===== src/rtl/bus_pkg.sv =====
// Shared bus definitions: region codes, access sizes, LSU state encoding and
// the request legality check used at the handshake.
package bus_pkg;

  // Decoder regions, taken from addr[31:20].
  localparam logic [11:0] REG_DRAM = 12'h001;
  localparam logic [11:0] REG_LED  = 12'h002;
  localparam logic [11:0] REG_SEG  = 12'h003;
  localparam logic [11:0] REG_VGA  = 12'h004;

  // Width of the wait-state counter; wide enough for any sensible WAIT value.
  localparam int CNT_W = 8;

  typedef enum logic [1:0] {
    SZ_BYTE = 2'b00,
    SZ_HALF = 2'b01,
    SZ_WORD = 2'b10,
    SZ_ILL  = 2'b11
  } size_e;

  typedef enum logic [1:0] {
    IDLE   = 2'd0,
    ACCESS = 2'd1,
    DONE   = 2'd2
  } state_e;

  // True when a request must be rejected without a bus cycle: unmapped
  // region, illegal size, or an address not aligned to the access size.
  function automatic logic access_error(input logic [11:0] region,
                                        input logic [1:0]  off,
                                        input logic [1:0]  size);
    logic bad;
    bad = !(region inside {REG_DRAM, REG_LED, REG_SEG, REG_VGA});
    case (size)
      SZ_BYTE: ;
      SZ_HALF: if (off[0])       bad = 1'b1;
      SZ_WORD: if (off != 2'b00) bad = 1'b1;
      default:                   bad = 1'b1;
    endcase
    return bad;
  endfunction

endpackage


===== src/rtl/lsu_lane_align.sv =====
// Byte-lane steering for the LSU: lane enables and store-data replication on
// the way out, shift and sign/zero extension of read data on the way in.
// Purely combinational.
module lsu_lane_align
  import bus_pkg::*;
(
  input  logic [1:0]  size,
  input  logic [1:0]  off,
  input  logic        is_signed,
  input  logic [31:0] wdata,
  input  logic [31:0] bus_rdata,
  output logic [3:0]  sel,
  output logic [31:0] wdata_rep,
  output logic [31:0] rdata_ext
);

  logic [15:0] lane;

  // Move the addressed byte/half down to bit 0 before extension.
  assign lane = 16'(bus_rdata >> {off, 3'b000});

  // Lane enables, replicated store data and extended load data per size.
  always_comb begin
    // NOTE: every output gets a default first so no path through the case can infer a latch.
    sel       = 4'b0000;
    wdata_rep = 32'h0;
    rdata_ext = 32'h0;
    case (size)
      SZ_BYTE: begin
        sel       = 4'(4'b0001 << off);
        wdata_rep = {4{wdata[7:0]}};
        rdata_ext = {{24{is_signed & lane[7]}}, lane[7:0]};
      end
      SZ_HALF: begin
        sel       = 4'(4'b0011 << off);
        wdata_rep = {2{wdata[15:0]}};
        rdata_ext = {{16{is_signed & lane[15]}}, lane[15:0]};
      end
      SZ_WORD: begin
        sel       = 4'b1111;
        wdata_rep = wdata;
        rdata_ext = bus_rdata;
      end
      default: ;
    endcase
  end

endmodule


===== src/rtl/bus_master_lsu.sv =====
// CPU load/store initiator for the system bus. Takes one request at a time,
// holds the bus for a region-dependent number of wait cycles, then returns a
// one-cycle response. Bad requests skip the bus and respond with an error.
module bus_master_lsu
  import bus_pkg::*;
#(
  parameter int DRAM_WAIT   = 2,
  parameter int PERIPH_WAIT = 1
) (
  input  logic        sck,
  input  logic        rst,
  input  logic        req,
  input  logic        req_we,
  input  logic [1:0]  req_size,
  input  logic        req_signed,
  input  logic [31:0] req_addr,
  input  logic [31:0] req_wdata,
  output logic        req_ready,
  output logic        resp_valid,
  output logic        resp_err,
  output logic [31:0] resp_rdata,
  output logic        bus_en,
  output logic        bus_rw,
  output logic [3:0]  bus_sel,
  output logic [31:0] bus_addr,
  output logic [31:0] bus_wdata,
  input  logic [31:0] bus_rdata
);

  localparam logic [CNT_W-1:0] DRAM_INIT   = CNT_W'(DRAM_WAIT - 1);
  localparam logic [CNT_W-1:0] PERIPH_INIT = CNT_W'(PERIPH_WAIT - 1);

  state_e            state, state_nxt;
  logic [CNT_W-1:0]  cnt;
  logic              we_q, signed_q, err_q;
  logic [1:0]        size_q;
  logic [31:0]       addr_q, wdata_q, rdata_q;

  logic              handshake, req_err;
  logic [CNT_W-1:0]  cnt_init;
  logic [3:0]        lane_sel;
  logic [31:0]       lane_wdata, lane_rdata;

  assign req_ready = (state == IDLE) && !rst;
  assign handshake = req && req_ready;
  assign req_err   = access_error(req_addr[31:20], req_addr[1:0], req_size);
  assign cnt_init  = (req_addr[31:20] == REG_DRAM) ? DRAM_INIT : PERIPH_INIT;

  lsu_lane_align u_align (
    .size      (size_q),
    .off       (addr_q[1:0]),
    .is_signed (signed_q),
    .wdata     (wdata_q),
    .bus_rdata (bus_rdata),
    .sel       (lane_sel),
    .wdata_rep (lane_wdata),
    .rdata_ext (lane_rdata)
  );

  // State register; reset aborts any access in flight.
  always_ff @(posedge sck) begin
    // NOTE: clocked state uses non-blocking assignments so every register samples pre-edge values.
    if (rst) state <= IDLE;
    else     state <= state_nxt;
  end

  // Next-state logic: error requests bypass the bus and go straight to DONE.
  always_comb begin
    state_nxt = state;
    case (state)
      IDLE:    if (handshake) state_nxt = req_err ? DONE : ACCESS;
      ACCESS:  if (cnt == '0) state_nxt = DONE;
      DONE:    state_nxt = IDLE;
      default: state_nxt = IDLE;
    endcase
  end

  // Request capture, wait-state counting and read-data capture.
  always_ff @(posedge sck) begin
    // NOTE: the datapath registers are reset too, so no stale request or data survives rst.
    if (rst) begin
      cnt      <= '0;
      we_q     <= 1'b0;
      signed_q <= 1'b0;
      err_q    <= 1'b0;
      size_q   <= 2'b00;
      addr_q   <= 32'h0;
      wdata_q  <= 32'h0;
      rdata_q  <= 32'h0;
    end else if (handshake) begin
      cnt      <= req_err ? '0 : cnt_init;
      we_q     <= req_we;
      signed_q <= req_signed;
      err_q    <= req_err;
      size_q   <= req_size;
      addr_q   <= req_addr;
      wdata_q  <= req_wdata;
      rdata_q  <= 32'h0;
    end else if (state == ACCESS) begin
      if (cnt == '0) rdata_q <= we_q ? 32'h0 : lane_rdata;
      else           cnt     <= cnt - 1'b1;
    end
  end

  // Outputs decoded from registered state and fields only; bus idles at zero.
  always_comb begin
    resp_valid = 1'b0;
    resp_err   = 1'b0;
    resp_rdata = 32'h0;
    bus_en     = 1'b0;
    bus_rw     = 1'b0;
    bus_sel    = 4'b0000;
    bus_addr   = 32'h0;
    bus_wdata  = 32'h0;
    case (state)
      ACCESS: begin
        bus_en    = 1'b1;
        bus_rw    = we_q;
        bus_sel   = lane_sel;
        bus_addr  = {addr_q[31:2], 2'b00};
        bus_wdata = lane_wdata;
      end
      DONE: begin
        resp_valid = 1'b1;
        resp_err   = err_q;
        resp_rdata = rdata_q;
      end
      default: ;
    endcase
  end

endmodule

===== config.mk =====
export PLATFORM = sky130hd
export DESIGN_NAME = bus_master_lsu
export DESIGN_NICKNAME = d
export VERILOG_FILES = /design/src/rtl/bus_pkg.sv /design/src/rtl/lsu_lane_align.sv /design/src/rtl/bus_master_lsu.sv
export SDC_FILE = /design/constraint.sdc
export NUM_CORES = 1
export LEC_CHECK = 0
export CELL_PAD_IN_SITES_DETAIL_PLACEMENT = 1
export CELL_PAD_IN_SITES_GLOBAL_PLACEMENT = 2
export CORE_UTILIZATION = 25
export CTS_BUF_LIST = sky130_fd_sc_hd__clkbuf_8
export DETAILED_ROUTE_END_ITERATION = 8
export DONT_BUFFER_PORTS = 1
export HOLD_SLACK_MARGIN = 0.06
export PLACE_DENSITY_LB_ADDON = 0.2
export SLEW_MARGIN = 20
export SYNTH_ARGS = -nofsm -noshare
export SYNTH_HDL_FRONTEND = slang
export SYNTH_SLANG_ARGS = --single-unit

===== constraint.sdc =====
create_clock -name sck -period 2 [get_ports sck]
set_input_delay 0.4 -clock sck [delete_from_list [all_inputs] [get_ports sck]]
set_output_delay 0.4 -clock sck [all_outputs]
set_load 0.05 [all_outputs]

==> results of run 1 <==
==> what timing repair did <==
action | 4_1_cts | 5_1_grt
setup buffers | 29 | 16
cloned | 9 | 6
hold buffers | 3 | 0
endpoints found under the setup margin | 119 | 130
endpoints found under the hold margin | 41 | 0
pin swaps | 40 | 21
gates resized for setup | 134 | 26
==> area by class of cell <==
class / instances / area, µm²
Inverter: 7 / 33.8
Multi-Input combinational cell: 564 / 3940
Clock buffer: 9 / 124
Timing Repair Buffer: 196 / 3230
Clock inverter: 6 / 104
Fill cell: 2566 / 12700
Sequential cell: 111 / 2240
Tap cell: 285 / 357
==> cells in the final DEF (no fill, tap or decap), types with 9 or more instances in the layout <==
cell / n
buf_6: 12
a22o_1: 20
dfxtp_1: 105
a21oi_1: 74
a221oi_2: 10
nand2_2: 9
a21oi_4: 12
o211ai_1: 9
nor2_1: 16
and2_4: 73
nor2_4: 15
nand2_1: 167
a22oi_1: 23
buf_12: 115
mux2i_1: 13
clkbuf_8: 9
buf_4: 51
==> worst max-delay path, cell delays in order (launching register included) <==
cell	delay, ns
dfxtp_4	0.37
buf_12	0.14
nor2b_4	0.15
buf_12	0.13
clkbuf_16	0.14
nand2_1	0.08
a21oi_4	0.15
buf_12	0.15
==> worst max-delay path by stage <==
stage,start,to,slack [ns],cells after the start
4_1_cts,size_q[0],bus_wdata[28],-0.16,7
6_report,size_q[0],bus_wdata[26],-0.12,7
3_5_place_dp,addr_q[1],rdata_q[18],-0.23,4
2_1_floorplan,rst,cnt[0],-0.16,7
5_1_grt,size_q[0],bus_wdata[14],-0.20,5
3_3_place_gp,addr_q[1],rdata_q[30],-0.09,4
==> sequential cells by signal, indices dropped and copies added (netlist names) <==
signal    flops
addr_q       32
cnt           8
err_q         1
rdata_q      32
signed_q      1
size_q        2
state         2
wdata_q      32
we_q          1
==> layer usage <==
layer | vias up | GRT usage | routed length (µm)
li1 | 2876 | - | -
met1 | 3051 | 0.234 | 10000
met2 | 206 | 0.337 | 12200
met3 | 35 | 0.0743 | 2050
met4 | 0 | 0.0562 | 489
met5 | - | 0 | 0
==> power breakdown <==
| group | switching (mW) | total (mW) | internal, mW |
|---|---|---|---|
| sequential | 0.0722 | 2.36 | 2.29 |
| clock | 0.878 | 1.60 | 0.724 |
| combinational | 0.548 | 0.985 | 0.437 |
| total | 1.50 | 4.95 | 3.45 |
==> cell families after synthesis <==
kind of cell    count (synthesis)
compound gates                208
xor+xnor                        3
fa+ha+maj                       4
buf+inv                        70
flops                         111
mux                            18
other cells                     1
simple gates                  328
==> through the flow <==
step	TNS [ns]	setup slack, ns	instances
after floorplan	-1.83	-0.162	744
after global placement	-0.634	-0.0923	1104
after detailed placement	-2.62	-0.232	1104
after CTS	-7.46	-0.163	1159
after global routing	-12.30	-0.202	1178
final	-4.70	-0.119	1178
==> impl_metrics.toml, run 1 <==
[min_path]
min-delay-start = "rst"
holdPathStages = 1
hp-class = "primary input to flop"
holdPathEnd = "state[0]"

[sta]
setup_viol_count_final = 84
drv_slew = 0
worstMarginPinSlew_ns = 0.811
setup_ws_ns = -0.119
clock_skew_ns = 0.0147
fin_crit_ns = 2.12
rsz0062_at_grt = "true"
timing.slew.headroom = 0.458
hold_viol = 0
post-route-period-util = 1.06
holdWs_ns = 0.107
max_freq_mhz = 472

[clock_network]
cts.sinks = 111
clk_path_buf_depth = 2
h-tree-depth = 3
ctsRootBufferMaster = "clkbuf_8"
cts-buffers-inserted = 9
cts_tree = "done"
clk_latency_ns = 0.40
clk_pin_slew_worst_paths_ns = 0.12

[finish]
final_util = 0.442
drive_gt1_frac = 0.421
layout.nets = 996
area_delta_synth_final_pct = 73.2
n_antenna_cell = 0
fin_area_um2 = 10000

[routing]
ant_nets = 0
drcViolationCount = 0
dr.pass1.iters = 4
routed_wl_um = 24700
drtIter0Drc = 240
vias = 6168
viasPerCell = 5.24
avgRoutedWirePerCell_um = 21.0

[worst_setup_path]
crit_path_max_fanout = 9
reg2regPathDepth = 11
arrival_ns = 1.72
rrSetupSlack_ns = 0.04
crit_type = "flop to output port"
critPathRequiredTime_ns = 1.60
r2r-start = "state[0]"
critPathLaunchType = "flop"
critPathCaptureType = "output port"
timing.rr.end = "rdata_q[6]"

[global_routing]
grt_usage = 0.199
antenna_found_initial = 0
grt_max_degree = 72
grt_pass1_wl_um = 36700
grt_pass1_vias = 6369
grt_overflow_total = 0

[synth]
yosysWarnings = 0
synthFlopType = "dfxtp_1"
synth-async-reset-ratio = 0
synthTopCellsByArea = "dfxtp_1 (38%), nand2_1 (12%), and2_1 (8.1%), a21oi_1 (7.8%), a22oi_1 (3.5%)"
synth.avg_cell_area_um2 = 7.79
synth_compound_area_frac = 0.251
synthSimpleGateAreaFrac = 0.270
synthMuxAreaShare = 0.0322
synth_top_family_by_area = "simple AND/OR/NAND/NOR gates"
synth_fa_ha_area_frac = 0.00864
netlist_instances = 743
synth_most_common_cell = "nand2_1"
synth_top_area_frac = 0.384
yosysSeqAreaShare = 0.384
synth_top_area_cell = "dfxtp_1"
synth-edff-count = 0
ys_seq_elements = 111
netlist_top_cells_count = "nand2_1 (178), dfxtp_1 (111), a21oi_1 (90), and2_1 (75), clkbuf_1 (48)"
synth_xor_area_frac = 0.00454
ys_types = 60
synthesis.area_um2 = 5790

[placement]
gp_congestion = 0.832
dp_hpwl_um = 16500
io_buffers = 0
placed_cell_area_um2 = 8510

[pwr]
p_leak_nw = 3.56
peakVddDrop_mv = 0.460
p_per_area_nw_per_um2 = 493
total_power_mw = 4.95

[die]
die_w_um = 154
start_util = 0.255
dieArea_um2 = 23800
boundaryPins = 208
rows = 55
core_um2 = 22700
die_h_um = 154

[outcome]
status = "finished with violations"
violations = "negative setup slack"

[flow_run]
maxCapViolCount = 0
(Power assumes the default switching activity.)
==> inputs of run 2 (changes only) <==
--- a/config.mk
+++ b/config.mk
@@ -5,14 +5,17 @@
 export SDC_FILE = /design/constraint.sdc
 export NUM_CORES = 1
 export LEC_CHECK = 0
+export ABC_AREA = 1
 export CELL_PAD_IN_SITES_DETAIL_PLACEMENT = 1
 export CELL_PAD_IN_SITES_GLOBAL_PLACEMENT = 2
 export CORE_UTILIZATION = 25
 export CTS_BUF_LIST = sky130_fd_sc_hd__clkbuf_8
 export DETAILED_ROUTE_END_ITERATION = 8
 export DONT_BUFFER_PORTS = 1
+export GPL_TIMING_DRIVEN = 0
 export HOLD_SLACK_MARGIN = 0.06
 export PLACE_DENSITY_LB_ADDON = 0.2
+export SETUP_SLACK_MARGIN = 0.5
 export SLEW_MARGIN = 20
 export SYNTH_ARGS = -nofsm -noshare
 export SYNTH_HDL_FRONTEND = slang
==> impl_metrics.toml, run 2 <==
[global_routing]
grt_pass1_vias = 6230
grt_usage = 0.205
grt_max_degree = 23
grt_overflow_total = 0
antenna_found_initial = 0
grt_pass1_wl_um = 37500

[outcome]
violations = "negative setup slack"
status = "finished with violations"

[synth]
ys_seq_elements = 111
yosysWarnings = 0
synth-async-reset-ratio = 0
ys_types = 30
synth_top_area_frac = 0.374
synthFlopType = "dfxtp_1"
netlist_top_cells_count = "nand2_1 (240), inv_1 (139), a21oi_1 (133), nor2_1 (117), dfxtp_1 (111)"
synth_top_area_cell = "dfxtp_1"
synthesis.area_um2 = 5940
yosysSeqAreaShare = 0.374
synthTopCellsByArea = "dfxtp_1 (37%), nand2_1 (15%), a21oi_1 (11%), inv_1 (8.8%), nor2_1 (7.4%)"
synth_most_common_cell = "nand2_1"
netlist_instances = 957
synth-edff-count = 0
synth.avg_cell_area_um2 = 6.21

[die]
die_h_um = 156
dieArea_um2 = 24400
rows = 56
boundaryPins = 208
start_util = 0.254
core_um2 = 23400
die_w_um = 156

[finish]
area_delta_synth_final_pct = 60.0
layout.nets = 1124
ff_latch_area_um2 = 2240
final_common_cell = "nand2_1"
drive_gt1_frac = 0.405
fin_area_um2 = 9510
reg_top3 = "addr_q: 32 flops, rdata_q: 32 flops, wdata_q: 32 flops"
final_cell_mix = "nand2_1 (191), inv_1 (122), dfxtp_1 (106), nor2_4 (81), a21oi_2 (72)"
fin_cells = 1342
final_util = 0.406
fillers = 2833
multiInputGateArea_um2 = 4630

[routing]
avgRoutedWirePerCell_um = 18.6
viasPerCell = 4.60
ant_nets = 0
dr.pass1.iters = 4
drtIter0Drc = 228
routed_wl_um = 25000
vias = 6176
drcViolationCount = 0

[sta]
drv_slew = 0
post-route-period-util = 1.14
setup_ws_ns = -0.275
setup_viol_count_final = 100
rsz0062_at_grt = "true"
fin_crit_ns = 2.27
clock_skew_ns = 0.0163
hold_viol = 0
worstMarginPinSlew_ns = 1.09
timing.slew.headroom = 0.274
max_freq_mhz = 440

[pwr]
peakVddDrop_mv = 0.294
p_leak_nw = 3.43
p_per_area_nw_per_um2 = 576

[worst_setup_path]
crit_type = "flop to output port"
arrival_ns = 1.87
critPathRequiredTime_ns = 1.60
critPathCaptureType = "output port"
crit_path_max_fanout = 10
critPathLaunchType = "flop"

[placement]
dp_hpwl_um = 18700
gp_congestion = 0.805
io_buffers = 0
placed_cell_area_um2 = 8050
place_inst = 1277
place_ws_ns = -0.0647

[min_path]
hp-class = "primary input to flop"

[clock_network]
h-tree-depth = 3
clk_latency_ns = 0.41
clk_path_buf_depth = 2
cts-buffers-inserted = 9
cts_tree = "done"
cts_hold_buf = 0
ctsRootBufferMaster = "clkbuf_8"
cts.sinks = 111
clk_pin_slew_worst_paths_ns = 0.13

[flow_run]
maxCapViolCount = 0
## run 2: cell types whose count changed after synthesis, sizes merged, moves of 13 or more
cell,delta
mux2i,-13
inv,+136
buf,+16
clkbuf,-19
nand2,+62
a221oi,-16
a22oi,-28
a21oi,+43
o21ai,+72
a22o,-20
nor2,+91
and2,-75
nand3,+28
## run 2: repair_timing
action / in CTS / in global routing
setup buffers: 29 / 11
gates resized for setup: 134 / 42
gates cloned: 6 / 2
pin swaps: 60 / 24
endpoints found under the setup margin: 214 / 214
## run 2: cell families (layout without fill, tap and decap cells)
group	after synthesis	count (layout)	synth area share
xor+xnor	1	1	0.00147
flops	111	111	0.374
buf+inv	204	268	0.139
other cells	1	3	0.000631
fa+ha+maj	4	4	0.00842
compound gates	229	229	0.201
simple gates	407	407	0.276
## run 2: metrics by stage
step                total power [mW]  hold WS, ns  setup TNS [ns]
floorplan                       3.38        0.439               0
global placement                3.62        0.451           -1.33
detailed placement              3.63        0.452           -1.26
CTS                             5.48       0.0939          -21.04
global route                    5.76        0.107          -23.77
finish                          5.48        0.118          -16.35
## run 2: cell type report
type	count	share of cell area
clock buffer	9	0.0130
sequential	111	0.235
timing repair buffer	46	0.0576
clock inverter	7	0.00802
antenna	1	0.000263
tap	319	0.0420
multi-input combinational	643	0.486
buffer	60	0.0872
timing repair inverter	2	0.00289
inverter	144	0.0672
## run 2: where the power goes
part	total [mW]	internal [mW]	switching [mW]	leakage, nW
sequential	2.41	2.33	0.0839	0.910
clock	1.50	0.511	0.990	0.103
combinational	1.57	0.622	0.947	2.42
total	5.48	3.46	2.02	3.43
## run 2: final timing paths
path                            slack (ns)  cells after the start           to           from
worst max register to register        0.07                      8       cnt[3]       state[0]
worst min register to register        0.47                      2   rdata_q[0]     rdata_q[0]
worst min-delay path                  0.12                      2  wdata_q[17]  req_wdata[17]
worst max-delay path                 -0.27                      6   bus_sel[1]       state[0]
## run 2: critical path, cell delays in order, from the launching register on
cell and delay, ns:
dfxtp_4 0.40, inv_4 0.04, nor2_4 0.17, buf_12 0.21, nand2_8 0.07, clkbuf_16 0.20
a21oi_4 0.37
## run 2: routing by layer
layer	track usage	up-vias	part of all wire
met5	0	-	0
met2	0.342	131	0.48
met4	0.0448	0	0.012
met1	0.264	2909	0.44
li1	-	3119	-
met3	0.0544	17	0.065
==> inputs of run 3 (changes only) <==
--- a/config.mk
+++ b/config.mk
@@ -12,6 +12,7 @@
 export CTS_BUF_LIST = sky130_fd_sc_hd__clkbuf_8
 export DETAILED_ROUTE_END_ITERATION = 8
 export DONT_BUFFER_PORTS = 1
+export GPL_ROUTABILITY_DRIVEN = 1
 export GPL_TIMING_DRIVEN = 0
 export HOLD_SLACK_MARGIN = 0.06
 export PLACE_DENSITY_LB_ADDON = 0.2
==> results of run 3 <==
No change in the layout: final DEF, timing and power equal those of run 2.
